===== config.mk =====
export PLATFORM = sky130hd
export DESIGN_NAME = flash_page_loader
export DESIGN_NICKNAME = d
export VERILOG_FILES = /design/src/rtl/flash_page_loader.sv
export SDC_FILE = /design/constraint.sdc
export NUM_CORES = 1
export LEC_CHECK = 0
export ABC_CLOCK_PERIOD_IN_PS = 4940
export BUFFER_PORTS_ARGS = -buffer_cell sky130_fd_sc_hd__buf_4
export CORE_ASPECT_RATIO = 1.4
export CORE_MARGIN = 1
export CORE_UTILIZATION = 60
export CTS_BUF_LIST = sky130_fd_sc_hd__clkbuf_4 sky130_fd_sc_hd__clkbuf_8
export CTS_CLUSTER_DIAMETER = 60
export CTS_CLUSTER_SIZE = 14
export DETAILED_ROUTE_END_ITERATION = 10
export PLACE_DENSITY = 0.85
export SETUP_SLACK_MARGIN = 0.5
export SYNTH_ARGS = -nofsm -noshare
export SYNTH_HDL_FRONTEND = slang
export SYNTH_SLANG_ARGS = --single-unit
export TNS_END_PERCENT = 30

===== constraint.sdc =====
create_clock -name clk -period 4.94 [get_ports clk]
set_clock_uncertainty 0.1 [all_clocks]
set_input_delay 0.494 -clock clk [delete_from_list [all_inputs] [get_ports clk]]
set_output_delay 0.494 -clock clk [all_outputs]
set_load 0.03 [all_outputs]

===== src/rtl/flash_page_loader.sv =====
// flash_page_loader
// Streams one 4096-byte page out of a Winbond SPI flash into the ROM page
// buffer. A Read Data command (0x03 + 24-bit address {page, 12'h000}) is
// shifted out MSB first. Then 4096 bytes are shifted in MSB first. Each
// received byte is presented on a single-cycle write strobe.
//
// Parameters
//   CLK_DIV  clk cycles per SPI half-period (0 behaves as 1)
// Ports
//   clk      system clock
//   reset    synchronous, active-low reset
//   start    page load request, only honoured while idle
//   page     flash page number, latched when start is accepted
//   busy     high while a load is in progress
//   done     one-cycle pulse after the last byte has been written
//   wr_en    one-cycle byte write strobe to the ROM array
//   wr_addr  byte offset within the page for wr_data
//   wr_data  received byte
//   spi_cs   flash chip select, active-low
//   spi_clk  SPI clock, mode 0
//   spi_do   MOSI
//   spi_di   MISO
module flash_page_loader #(
    parameter int unsigned CLK_DIV = 1
) (
    input  logic        clk,
    input  logic        reset,
    input  logic        start,
    input  logic [11:0] page,
    output logic        busy,
    output logic        done,
    output logic        wr_en,
    output logic [11:0] wr_addr,
    output logic [7:0]  wr_data,
    output logic        spi_cs,
    output logic        spi_clk,
    output logic        spi_do,
    input  logic        spi_di
);

    localparam int unsigned DIV   = (CLK_DIV == 0) ? 1 : CLK_DIV;
    localparam int          DIV_W = (DIV > 1) ? $clog2(DIV) : 1;
    localparam logic [DIV_W-1:0] DIV_LAST = DIV_W'(DIV - 1);

    typedef enum logic [2:0] {
        IDLE,
        TX_LOW,
        TX_HIGH,
        RX_LOW,
        RX_HIGH,
        FINISH
    } state_t;

    state_t           state_q, state_d;
    logic [DIV_W-1:0] div_cnt_q, div_cnt_d;
    // Bit index within the current section: 0..31 while sending the
    // command, 0..32767 while receiving. During receive, [14:3] is the
    // byte offset and [2:0] the bit within that byte.
    logic [14:0]      bit_cnt_q, bit_cnt_d;
    logic [31:0]      cmd_q, cmd_d;
    logic [7:0]       rx_q, rx_d;

    logic             spi_cs_q, spi_clk_q, spi_do_q;
    logic             busy_q, done_q, wr_en_q;
    logic [11:0]      wr_addr_q;
    logic [7:0]       wr_data_q;

    logic             phase_end;
    logic             accept;
    logic             rx_sample;
    logic             byte_done;

    assign phase_end = (div_cnt_q == DIV_LAST);
    // The done cycle is spent in IDLE. Masking start there keeps start and
    // done from ever coinciding.
    assign accept    = (state_q == IDLE) && start && !done_q;
    // MISO is captured on the first cycle of the high phase, i.e. right
    // after the rising SPI edge.
    assign rx_sample = (state_q == RX_HIGH) && (div_cnt_q == '0);
    assign byte_done = rx_sample && (bit_cnt_q[2:0] == 3'd7);

    always_comb begin
        state_d   = state_q;
        div_cnt_d = div_cnt_q;
        bit_cnt_d = bit_cnt_q;
        cmd_d     = cmd_q;
        rx_d      = rx_q;

        if (rx_sample) begin
            rx_d = {rx_q[6:0], spi_di};
        end

        case (state_q)
            IDLE: begin
                if (accept) begin
                    state_d   = TX_LOW;
                    div_cnt_d = '0;
                    bit_cnt_d = '0;
                    cmd_d     = {8'h03, page, 12'h000};
                end
            end
            TX_LOW: begin
                if (phase_end) begin
                    state_d   = TX_HIGH;
                    div_cnt_d = '0;
                end else begin
                    div_cnt_d = div_cnt_q + DIV_W'(1);
                end
            end
            TX_HIGH: begin
                if (phase_end) begin
                    div_cnt_d = '0;
                    if (bit_cnt_q == 15'd31) begin
                        state_d   = RX_LOW;
                        bit_cnt_d = '0;
                    end else begin
                        state_d   = TX_LOW;
                        bit_cnt_d = bit_cnt_q + 15'd1;
                        cmd_d     = {cmd_q[30:0], 1'b0};
                    end
                end else begin
                    div_cnt_d = div_cnt_q + DIV_W'(1);
                end
            end
            RX_LOW: begin
                if (phase_end) begin
                    state_d   = RX_HIGH;
                    div_cnt_d = '0;
                end else begin
                    div_cnt_d = div_cnt_q + DIV_W'(1);
                end
            end
            RX_HIGH: begin
                if (phase_end) begin
                    div_cnt_d = '0;
                    if (bit_cnt_q == 15'h7fff) begin
                        state_d = FINISH;
                    end else begin
                        state_d   = RX_LOW;
                        bit_cnt_d = bit_cnt_q + 15'd1;
                    end
                end else begin
                    div_cnt_d = div_cnt_q + DIV_W'(1);
                end
            end
            FINISH: begin
                state_d = IDLE;
            end
            default: begin
                state_d = IDLE;
            end
        endcase
    end

    // The pin-facing outputs are registered from the next state, so they
    // change together with the state and never glitch.
    always_ff @(posedge clk) begin
        if (!reset) begin
            state_q   <= IDLE;
            div_cnt_q <= '0;
            bit_cnt_q <= '0;
            cmd_q     <= '0;
            rx_q      <= '0;
            spi_cs_q  <= 1'b1;
            spi_clk_q <= 1'b0;
            spi_do_q  <= 1'b0;
            busy_q    <= 1'b0;
            done_q    <= 1'b0;
            wr_en_q   <= 1'b0;
            wr_addr_q <= '0;
            wr_data_q <= '0;
        end else begin
            state_q   <= state_d;
            div_cnt_q <= div_cnt_d;
            bit_cnt_q <= bit_cnt_d;
            cmd_q     <= cmd_d;
            rx_q      <= rx_d;
            spi_cs_q  <= (state_d == IDLE);
            spi_clk_q <= (state_d == TX_HIGH) || (state_d == RX_HIGH);
            spi_do_q  <= ((state_d == TX_LOW) || (state_d == TX_HIGH)) ? cmd_d[31] : 1'b0;
            busy_q    <= (state_d != IDLE);
            done_q    <= (state_q == FINISH);
            wr_en_q   <= byte_done;
            if (byte_done) begin
                wr_addr_q <= bit_cnt_q[14:3];
                wr_data_q <= rx_d;
            end
        end
    end

    assign busy    = busy_q;
    assign done    = done_q;
    assign wr_en   = wr_en_q;
    assign wr_addr = wr_addr_q;
    assign wr_data = wr_data_q;
    assign spi_cs  = spi_cs_q;
    assign spi_clk = spi_clk_q;
    assign spi_do  = spi_do_q;

endmodule


# Word level (Yosys, flattened, before mapping)
# Index checks and enable logic that the tools add are counted.
dict set report op_classes {
  bitwise_logic 1
  eq_ne 16
  n_lt_le_gt_ge 0
  shift 0
  n_mul 0
  reduce_logical 18
  muxes 22
  n_div 0
  add_sub_neg 2
}
# operator count
set op_table {}
lappend op_table {{$mux W32} 3}
lappend op_table {{$mux W15} 5}
lappend op_table {{$pmux W32 S2} 1}
lappend op_table {{$pmux W15 S3} 1}
lappend op_table {{$mux W3} 6}
lappend op_table {{$add A15 B1 Y15 const B} 1}
lappend op_table {{$eq A15 B15 Y1 const B} 1}
lappend op_table {{$eq A15 B5 Y1 const B} 1}
lappend op_table {{$pmux W3 S5} 1}
lappend op_table {{$eq A3 B3 Y1 const B} 4}
lappend op_table {{$ne A2 B2 Y1 const B} 5}
lappend op_table {{$eq A3 B2 Y1 const B} 3}
lappend op_table {{$mux W8} 1}
lappend op_table {{$eq A3 B1 Y1 const B} 2}
lappend op_table {{$logic_not A3 Y1} 2}
lappend op_table {{$reduce_bool A3 Y1} 2}
lappend op_table {{$reduce_and A5 Y1} 1}
lappend op_table {{$logic_and A1 B1 Y1} 4}
lappend op_table {{$reduce_and A2 Y1} 2}
lappend op_table {{$reduce_and A4 Y1} 1}
lappend op_table {{$reduce_bool A2 Y1} 2}
lappend op_table {{$reduce_or A4 Y1} 1}
lappend op_table {{$logic_or A1 B1 Y1} 2}
lappend op_table {{$mux W1} 2}
lappend op_table {{other kinds (5)} 5}
dict set report word_totals {
  output_inout_bits 26
  mem_bits_ro 0
  word_cells 73
  regBits 85
  latch_bits 0
  in_bits 16
  memories 0
  ramBits 0
}

# Depth between registers and ports, before layout
# Gate-level depths: netlist of run 1.
dict set report depth {
  ltp_word 8
  mapped_depth 8
}

# Least setup slack after synthesis of run 1
# OpenSTA, ideal clock, no wires.
dict set report synth_path {
  path_type {register to register}
  start {reg bit_cnt_q[8]}
  end {reg bit_cnt_q[0]}
  arrival_time_ns 1.992
  slack_ns 2.733
  setup_time_ns 0.115
  required_time_ns 4.725
  stages_incl_launch_ff 8
  period_less_slack_ns 2.207
  path_buffers 2
  cell_sequence {dfxtp_1 -> buf_2 -> or4b_4 -> o41ai_4 -> nand2_2 -> o21ai_2 -> buf_6 -> nor2_1}
}
dict set report synth_between {
  elab_chain_cells 4
}
# element line
set synth_lines {}
lappend synth_lines {{start, declared} 59} ;# logic [14:0] bit_cnt_q, bit_cnt_d;
lappend synth_lines {{start signal, assigned} 175} ;# bit_cnt_q <= bit_cnt_d;
lappend synth_lines {{$eq A15 B5 Y1} 113} ;# if (bit_cnt_q == 15'd31) begin
lappend synth_lines {{$mux W15} 113}
lappend synth_lines {{$mux W15} 111} ;# if (phase_end) begin
lappend synth_lines {{$pmux W15 S3} 93} ;# case (state_q)
# Several ways; a longest one is shown, not always the timed one. The select of a mux whose other input is x is not followed.
# A chain may end at the register's enable or synchronous reset.

# Worst setup path after layout of run 1
dict set report layout_path {
  start {reg bit_cnt_q[4]}
  end {reg bit_cnt_q[3]}
}
# The elaborated chain is that of the path after synthesis.

==> metrics.txt, run 1 <==
# TYPE chip_impl_metric gauge
chip_impl_metric{name="worst-endpoint-required",unit="ns"} 5.06
chip_impl_metric{name="report.final.setup_viol",unit=""} 0
chip_impl_metric{name="finalWorstPathRequiredPeriod",unit="ns"} 2.83
chip_impl_info{name="dominant_delay_contributor_by_cell_family_on_the_critical_path",value="compound AO/OA/AOI/OAI gates"} 1
chip_impl_metric{name="slew_violations",unit=""} 0
chip_impl_metric{name="cellLeakagePower",unit="nW"} 1.27
chip_impl_metric{name="power.density_cell_area",unit="nW/um2"} 320
chip_impl_metric{name="grt_pass1_vias",unit=""} 2420
chip_impl_metric{name="nFillCells",unit=""} 447
chip_impl_metric{name="grt.total_usage",unit=""} 0.237
chip_impl_metric{name="cts.repair_timing.setup_buffer_count",unit=""} 0
chip_impl_info{name="timing_worst_setup_path_type",value="flip-flop to flip-flop"} 1
chip_impl_metric{name="worst_pin_slew",unit="ns"} 0.990
chip_impl_metric{name="cp_slowest_stage_delay",unit="ns"} 0.86
chip_impl_metric{name="synth-seq-cells",unit=""} 82
chip_impl_metric{name="start_util",unit=""} 0.624
chip_impl_metric{name="place_congestion",unit=""} 0.856
chip_impl_metric{name="seqCellArea",unit="um2"} 1640
chip_impl_info{name="crit_path_start_kind",value="flip-flop"} 1
chip_impl_metric{name="synth_xor_xnor_area_share",unit=""} 0.0351
chip_impl_metric{name="design.final.nets",unit=""} 435
chip_impl_metric{name="compound_cell_area_share_of_the_yosys_netlist",unit=""} 0.163
chip_impl_metric{name="clk_pin_slew_worst_paths",unit="ns"} 0.08
chip_impl_metric{name="cts.sinks",unit=""} 82
chip_impl_metric{name="routed_wirelength",unit="um"} 6180
chip_impl_metric{name="final-hold-violation-count",unit=""} 0
chip_impl_info{name="timing.critical_path.to_type",value="flip-flop"} 1
chip_impl_metric{name="die_height",unit="um"} 89.0
chip_impl_metric{name="antenna_violations_before_repair",unit=""} 0
chip_impl_metric{name="design.portCount",unit=""} 42
chip_impl_metric{name="routed-via-count",unit=""} 2729
chip_impl_info{name="synth_ff_type",value="dfxtp_1"} 1
chip_impl_metric{name="finalHoldWorstSlack",unit="ns"} 0.295
chip_impl_metric{name="period_share",unit=""} 0.572
chip_impl_metric{name="gates_resized_cts_repair",unit=""} 0
chip_impl_metric{name="synth.distinct_cells",unit=""} 44
chip_impl_metric{name="dp_hpwl",unit="um"} 4170
chip_impl_metric{name="drv.max_cap_violation_count",unit=""} 0
chip_impl_metric{name="synth-seq-area-share",unit=""} 0.506
chip_impl_info{name="rsz_0062_raised_after_global_routing",value="false"} 1
chip_impl_metric{name="insertion_delay",unit="ns"} 0.35
chip_impl_info{name="tritoncts_clock_tree",value="done"} 1
chip_impl_metric{name="simple_gate_fraction_of_synth_area",unit=""} 0.244
chip_impl_info{name="cts_root_buffer",value="clkbuf_8"} 1
chip_impl_metric{name="row_count",unit=""} 31
chip_impl_metric{name="crit_path_max_fanout",unit=""} 18
chip_impl_info{name="critPathSlowestCell",value="o41ai_4"} 1
chip_impl_metric{name="fmaxAchievable",unit="MHz"} 354
chip_impl_metric{name="cts_inserted_buffers",unit=""} 9
chip_impl_info{name="result_of_the_run",value="complete, no violations"} 1
chip_impl_metric{name="htree_num_levels",unit=""} 3
chip_impl_metric{name="synthesis.instances",unit=""} 389
chip_impl_metric{name="io_buffer_count",unit=""} 41
chip_impl_metric{name="layout-area-overhead-vs-synth",unit="%"} 14.5
chip_impl_metric{name="overall_die_area",unit="um2"} 5710
chip_impl_metric{name="maximum_number_of_pins_on_one_net_before_global_route_repair",unit=""} 63
chip_impl_metric{name="grt_first_pass_wirelength",unit="um"} 10500
chip_impl_metric{name="muxShareOfSynthArea",unit=""} 0.00309
chip_impl_metric{name="dieWidth",unit="um"} 64.1
chip_impl_metric{name="n_antenna_cell",unit=""} 0
chip_impl_metric{name="number_of_flops_mapped_to_enable_cells_by_yosys",unit=""} 0
chip_impl_metric{name="post_synth_instance_area",unit="um2"} 3240
chip_impl_metric{name="multiInputGateArea",unit="um2"} 1470
chip_impl_metric{name="placeableCoreArea",unit="um2"} 5200
chip_impl_metric{name="wl_per_cell",unit="um"} 12.7
chip_impl_metric{name="synth_area_per_cell",unit="um2"} 8.34
chip_impl_metric{name="synth_warnings",unit=""} 0
chip_impl_metric{name="post_route_antenna_net_violation_count",unit=""} 0
chip_impl_metric{name="slew-limit-headroom",unit=""} 0.335
chip_impl_info{name="worst_path_cell_trace",value="or4b_4, o41ai_4, nand2_2, o21ai_2, nor2_1"} 1
chip_impl_metric{name="detail_route.first_pass.iterations",unit=""} 4
chip_impl_info{name="synth_top_family_by_area",value="simple AND/OR/NAND/NOR gates"} 1
chip_impl_metric{name="drc",unit=""} 0
chip_impl_metric{name="post_synthesis_net_count",unit=""} 407
chip_impl_metric{name="final.setup.tns",unit="ns"} 0
chip_impl_metric{name="critical_path_buf_inv_count",unit=""} 0
chip_impl_metric{name="post_route_cells_drive_above_1_share",unit=""} 0.161
chip_impl_metric{name="worst_ep_arrival_time",unit="ns"} 2.95
chip_impl_metric{name="avgViaCountPerCell",unit=""} 5.59
chip_impl_metric{name="yosys.area_share.adder",unit=""} 0.00772
chip_impl_metric{name="dr.first_iter.drc_count",unit=""} 138
chip_impl_info{name="min-delay-path-class",value="primary input to flip-flop"} 1
chip_impl_metric{name="max-vdd-ir-drop",unit="uV"} 293
chip_impl_metric{name="cts-root-to-sink-buffers",unit=""} 2
chip_impl_metric{name="hold_buffers",unit=""} 0
chip_impl_metric{name="synth_async_sr_flop_share",unit=""} 0
chip_impl_metric{name="overflow",unit=""} 0
## cells by family (layout without fill, tap and decap cells)
group,count (synthesis),after routing
xor+xnor,13,13
mux,1,1
fa+ha+maj,2,2
compound gates,87,87
simple gates,173,173
flops,82,82
buf+inv,31,64
## cell type report
type                    instances  share of cell area
flip-flops and latches         82               0.442
multi-input cells             276               0.396
repair buffers                 43              0.0869
clock buffers                   9              0.0334
well taps                      66              0.0222
clock inverters                 7              0.0148
inverters                       5             0.00505
## flip-flops by register name, summed over array words and instances, names as in the netlist
register,count
bit_cnt_q,15
state_q,3
wr_en,1
spi_clk,1
spi_cs,1
rx_q,7
wr_data,8
busy,1
wr_addr,12
spi_do,1
done,1
cmd_q,31
## cells in the final DEF, fill, tap and decap left out, types with 2 or more instances in the layout
master / netlist / routed
a211oi_1: 6 / 6
a21oi_1: 58 / 58
nor3_1: 5 / 5
xnor2_1: 13 / 13
nor2_1: 24 / 24
ha_1: 2 / 2
clkinvlp_4: 0 / 5
or3_1: 2 / 2
clkbuf_8: 0 / 9
nand2b_1: 2 / 2
inv_1: 4 / 4
buf_4: 1 / 43
and4_1: 3 / 3
o21ai_0: 2 / 2
nand2_1: 91 / 91
and3_1: 2 / 2
or4_1: 2 / 2
a22oi_1: 12 / 12
dfxtp_1: 82 / 82
nor4_1: 6 / 6
nor3b_1: 2 / 2
nand4_1: 4 / 4
nand3_1: 21 / 21
## through the flow
stage | cells | setup WS [ns] | utilization | total power [W] | cell area (um2)
after detailed placement | 472 | 2.10 | 0.680 | 0.000773 | 3530
after CTS | 488 | 2.06 | 0.714 | 0.00120 | 3710
after floorplan | 389 | 2.73 | - | 0.000751 | 3240
after global routing | 488 | 1.86 | 0.714 | 0.00124 | 3710
after global placement | 472 | 2.15 | 0.680 | 0.000771 | 3530
final | 488 | 2.11 | 0.714 | 0.00119 | 3710
## cell usage after synthesis, types with 2 or more instances
cell type	count	share of area
nand2_1	91	0.11
dfxtp_1	82	0.51
a21oi_1	58	0.090
nor2_1	24	0.028
nand3_1	21	0.032
clkbuf_1	20	0.023
xnor2_1	13	0.035
a22oi_1	12	0.028
a211oi_1	6	0.014
nor4_1	6	0.012
nor3_1	5	0.0077
buf_2	4	0.0062
inv_1	4	0.0046
nand4_1	4	0.0077
and4_1	3	0.0081
and3_1	2	0.0039
ha_1	2	0.0077
nand2b_1	2	0.0039
nor3b_1	2	0.0046
o21ai_0	2	0.0031
or3_1	2	0.0039
or4_1	2	0.0046
## worst paths after layout
check	from	to	slack, ns	cells after the start
hold / removal	spi_di	rx_q[0]	0.30	3
hold reg to reg	cmd_q[9]	cmd_q[10]	0.36	2
setup reg to reg	bit_cnt_q[4]	bit_cnt_q[3]	2.11	5
setup / recovery	bit_cnt_q[4]	bit_cnt_q[3]	2.11	5
## power by group
group	leakage (nW)	internal, W	switching (W)
combinational	0.537	0.0000268	0.0000473
clock	0.0741	0.000184	0.000248
sequential	0.664	0.000673	0.00000916
total	1.27	0.000884	0.000305
## routing by layer
| metal | share of wire | global-route usage |
|---|---|---|
| met3 | 0.043 | 0.0599 |
| met4 | 0.022 | 0.111 |
| met5 | 0 | 0 |
| met2 | 0.51 | 0.417 |
| met1 | 0.42 | 0.271 |
## worst min-delay path, stage by stage
cell and delay [ns]:
buf_4 0.11, nand2_1 0.05, a21oi_1 0.05
Note: power is estimated with default switching activity, not from simulation.
==> inputs of run 2 (changes only) <==
ABC_CLOCK_PERIOD_IN_PS = 2600   (was 4940)
CORE_UTILIZATION = 59   (was 60)
PLACE_DENSITY = 0.84   (was 0.85)
clock period = 2.6 ns   (was 4.94 ns; I/O delays follow)
==> metrics.txt, run 2 (synthesis gave the netlist of run 1 again) <==
# TYPE chip_impl_metric gauge
chip_impl_info{name="result_of_the_run",value="complete, no violations"} 1
chip_impl_metric{name="gr-usage-met3",unit=""} 0.0482
chip_impl_metric{name="dieWidth",unit="um"} 64.7
chip_impl_metric{name="dpl_cell_area",unit="um2"} 3630
chip_impl_metric{name="power.density_cell_area",unit="nW/um2"} 597
chip_impl_metric{name="drv.max_cap_violation_count",unit=""} 0
chip_impl_metric{name="clk_pin_slew_worst_paths",unit="ns"} 0.08
chip_impl_metric{name="n_antenna_cell",unit=""} 0
chip_impl_info{name="timing_worst_setup_path_type",value="flip-flop to flip-flop"} 1
chip_impl_metric{name="design.final.nets",unit=""} 452
chip_impl_metric{name="routed_wirelength",unit="um"} 7160
chip_impl_metric{name="htree_num_levels",unit=""} 3
chip_impl_metric{name="layout-area-overhead-vs-synth",unit="%"} 23.3
chip_impl_metric{name="cts-root-to-sink-buffers",unit=""} 2
chip_impl_info{name="min-delay-path-class",value="primary input to flip-flop"} 1
chip_impl_metric{name="routed-via-count",unit=""} 2868
chip_impl_info{name="dominant_delay_contributor_by_cell_family_on_the_critical_path",value="simple AND/OR/NAND/NOR gates"} 1
chip_impl_metric{name="design.portCount",unit=""} 42
chip_impl_metric{name="report.final.setup_viol",unit=""} 0
chip_impl_metric{name="cp_slowest_stage_delay",unit="ns"} 0.57
chip_impl_metric{name="final.setup.tns",unit="ns"} 0
chip_impl_metric{name="nFillCells",unit=""} 395
chip_impl_metric{name="row_count",unit=""} 31
chip_impl_metric{name="wl_per_cell",unit="um"} 14.2
chip_impl_info{name="timing.critical_path.to_type",value="flip-flop"} 1
chip_impl_metric{name="place_congestion",unit=""} 0.846
chip_impl_metric{name="start_util",unit=""} 0.619
chip_impl_metric{name="fmaxAchievable",unit="MHz"} 461
chip_impl_metric{name="post-place-cells",unit=""} 483
chip_impl_metric{name="dp_hpwl",unit="um"} 4470
chip_impl_metric{name="cts_inserted_buffers",unit=""} 9
chip_impl_metric{name="grt_pass1_vias",unit=""} 2725
chip_impl_metric{name="overall_die_area",unit="um2"} 5800
chip_impl_metric{name="grt.total_usage",unit=""} 0.256
chip_impl_metric{name="worst-endpoint-required",unit="ns"} 2.74
chip_impl_info{name="rsz_0062_raised_after_global_routing",value="true"} 1
chip_impl_metric{name="finalNonFillerCells",unit=""} 504
chip_impl_metric{name="cts.sinks",unit=""} 82
chip_impl_metric{name="slew_violations",unit=""} 0
chip_impl_metric{name="post_route_cells_drive_above_1_share",unit=""} 0.244
chip_impl_metric{name="die_height",unit="um"} 89.7
chip_impl_metric{name="maximum_number_of_pins_on_one_net_before_global_route_repair",unit=""} 31
chip_impl_metric{name="grt_first_pass_wirelength",unit="um"} 11700
chip_impl_metric{name="detail_route.first_pass.iterations",unit=""} 5
chip_impl_metric{name="dr.first_iter.drc_count",unit=""} 258
chip_impl_info{name="worst_path_cell_trace",value="or4b_4, o41a_1, buf_4, clkbuf_16, nand2_1, a21oi_1"} 1
chip_impl_info{name="final_cell_mix",value="nand2_1, dfxtp_1, a21oi_1, buf_4, nor2_1"} 1
chip_impl_metric{name="insertion_delay",unit="ns"} 0.35
chip_impl_metric{name="io_buffer_count",unit=""} 41
chip_impl_metric{name="avgViaCountPerCell",unit=""} 5.69
chip_impl_metric{name="post_route_antenna_net_violation_count",unit=""} 0
chip_impl_metric{name="largest_register_ffs",unit=""} 31
chip_impl_info{name="tritoncts_clock_tree",value="done"} 1
chip_impl_metric{name="antenna_violations_before_repair",unit=""} 0
chip_impl_metric{name="dp_worst_setup_slack",unit="ns"} 0.397
chip_impl_metric{name="placeableCoreArea",unit="um2"} 5240
chip_impl_metric{name="layout_setup_ws",unit="ns"} 0.430
chip_impl_metric{name="global_route.usage.met1",unit=""} 0.280
chip_impl_info{name="top_register",value="cmd_q"} 1
chip_impl_info{name="layout_commonest_cell",value="nand2_1"} 1
chip_impl_metric{name="overflow",unit=""} 0
chip_impl_metric{name="worst_ep_arrival_time",unit="ns"} 2.31
chip_impl_metric{name="finalWorstPathRequiredPeriod",unit="ns"} 2.17
chip_impl_metric{name="crit_path_max_fanout",unit=""} 15
chip_impl_info{name="critPathSlowestCell",value="or4b_4"} 1
chip_impl_metric{name="max-vdd-ir-drop",unit="uV"} 449
chip_impl_metric{name="finalHoldWorstSlack",unit="ns"} 0.0638
chip_impl_info{name="crit_path_start_kind",value="flip-flop"} 1
chip_impl_metric{name="cellLeakagePower",unit="nW"} 1.41
chip_impl_metric{name="final-hold-violation-count",unit=""} 0
chip_impl_metric{name="critical_path_buf_inv_count",unit=""} 2
chip_impl_metric{name="post-route-cell-area",unit="um2"} 4000
chip_impl_metric{name="drc",unit=""} 0
chip_impl_metric{name="slew-limit-headroom",unit=""} 0.538
chip_impl_metric{name="period_share",unit=""} 0.835
chip_impl_metric{name="gr-usage-met2",unit=""} 0.454
chip_impl_info{name="cts_root_buffer",value="clkbuf_8"} 1
chip_impl_info{name="grt-busiest-layer",value="met2"} 1
chip_impl_metric{name="worst_pin_slew",unit="ns"} 0.691
chip_impl_metric{name="hold_buffers",unit=""} 0
-- run 2: through the flow --
| stage | util | total power, W |
|---|---|---|
| final | 0.764 | 0.00239 |
| after global routing | 0.764 | 0.00246 |
| after CTS | 0.739 | 0.00237 |
| after detailed placement | 0.693 | 0.00148 |
| after global placement | 0.693 | 0.00148 |
| after floorplan | - | 0.00143 |
-- run 2: worst paths after layout --
kind	from	end	slack, ns	depth (start not counted)
worst max-delay path	bit_cnt_q[11]	cmd_q[7]	0.43	6
worst min register to register	cmd_q[1]	cmd_q[2]	0.36	2
worst max register to register	bit_cnt_q[11]	cmd_q[7]	0.43	6
worst min-delay path	spi_di	rx_q[0]	0.06	3
-- run 2: layout make-up --
class                           instances  area [um2]  share of cell area
Sequential cell                        82        1660               0.414
Clock buffer                           10         138              0.0344
Clock inverter                          5        55.1              0.0138
Timing Repair Buffer                   60         500               0.125
Inverter                                5        18.8             0.00469
Multi-Input combinational cell        276        1550               0.388
Tap cell                               66        82.6              0.0206
-- run 2: per-layer routing --
layer	part of all wire	vias up
met1	0.40	1334
met3	0.041	29
met5	0	-
met4	0.039	0
met2	0.52	80
li1	-	1425
-- run 2: repair_timing --
item,CTS,global route
resized for setup,8,25
setup buffers,1,3
gates cloned,0,2
pin swaps,2,7
endpoints found under the setup margin,30,45
-- run 2: worst register-to-register path, stage by stage, from the launching register on --
cell and delay, ns:
dfxtp_4 0.36, or4b_4 0.57, o41a_1 0.55, buf_4 0.19, clkbuf_16 0.16, nand2_1 0.07
a21oi_1 0.06
-- run 2: report_power, final --
group	switching (W)	internal [W]
logic	0.000105	0.0000772
registers	0.0000192	0.00128
clock network	0.000448	0.000461
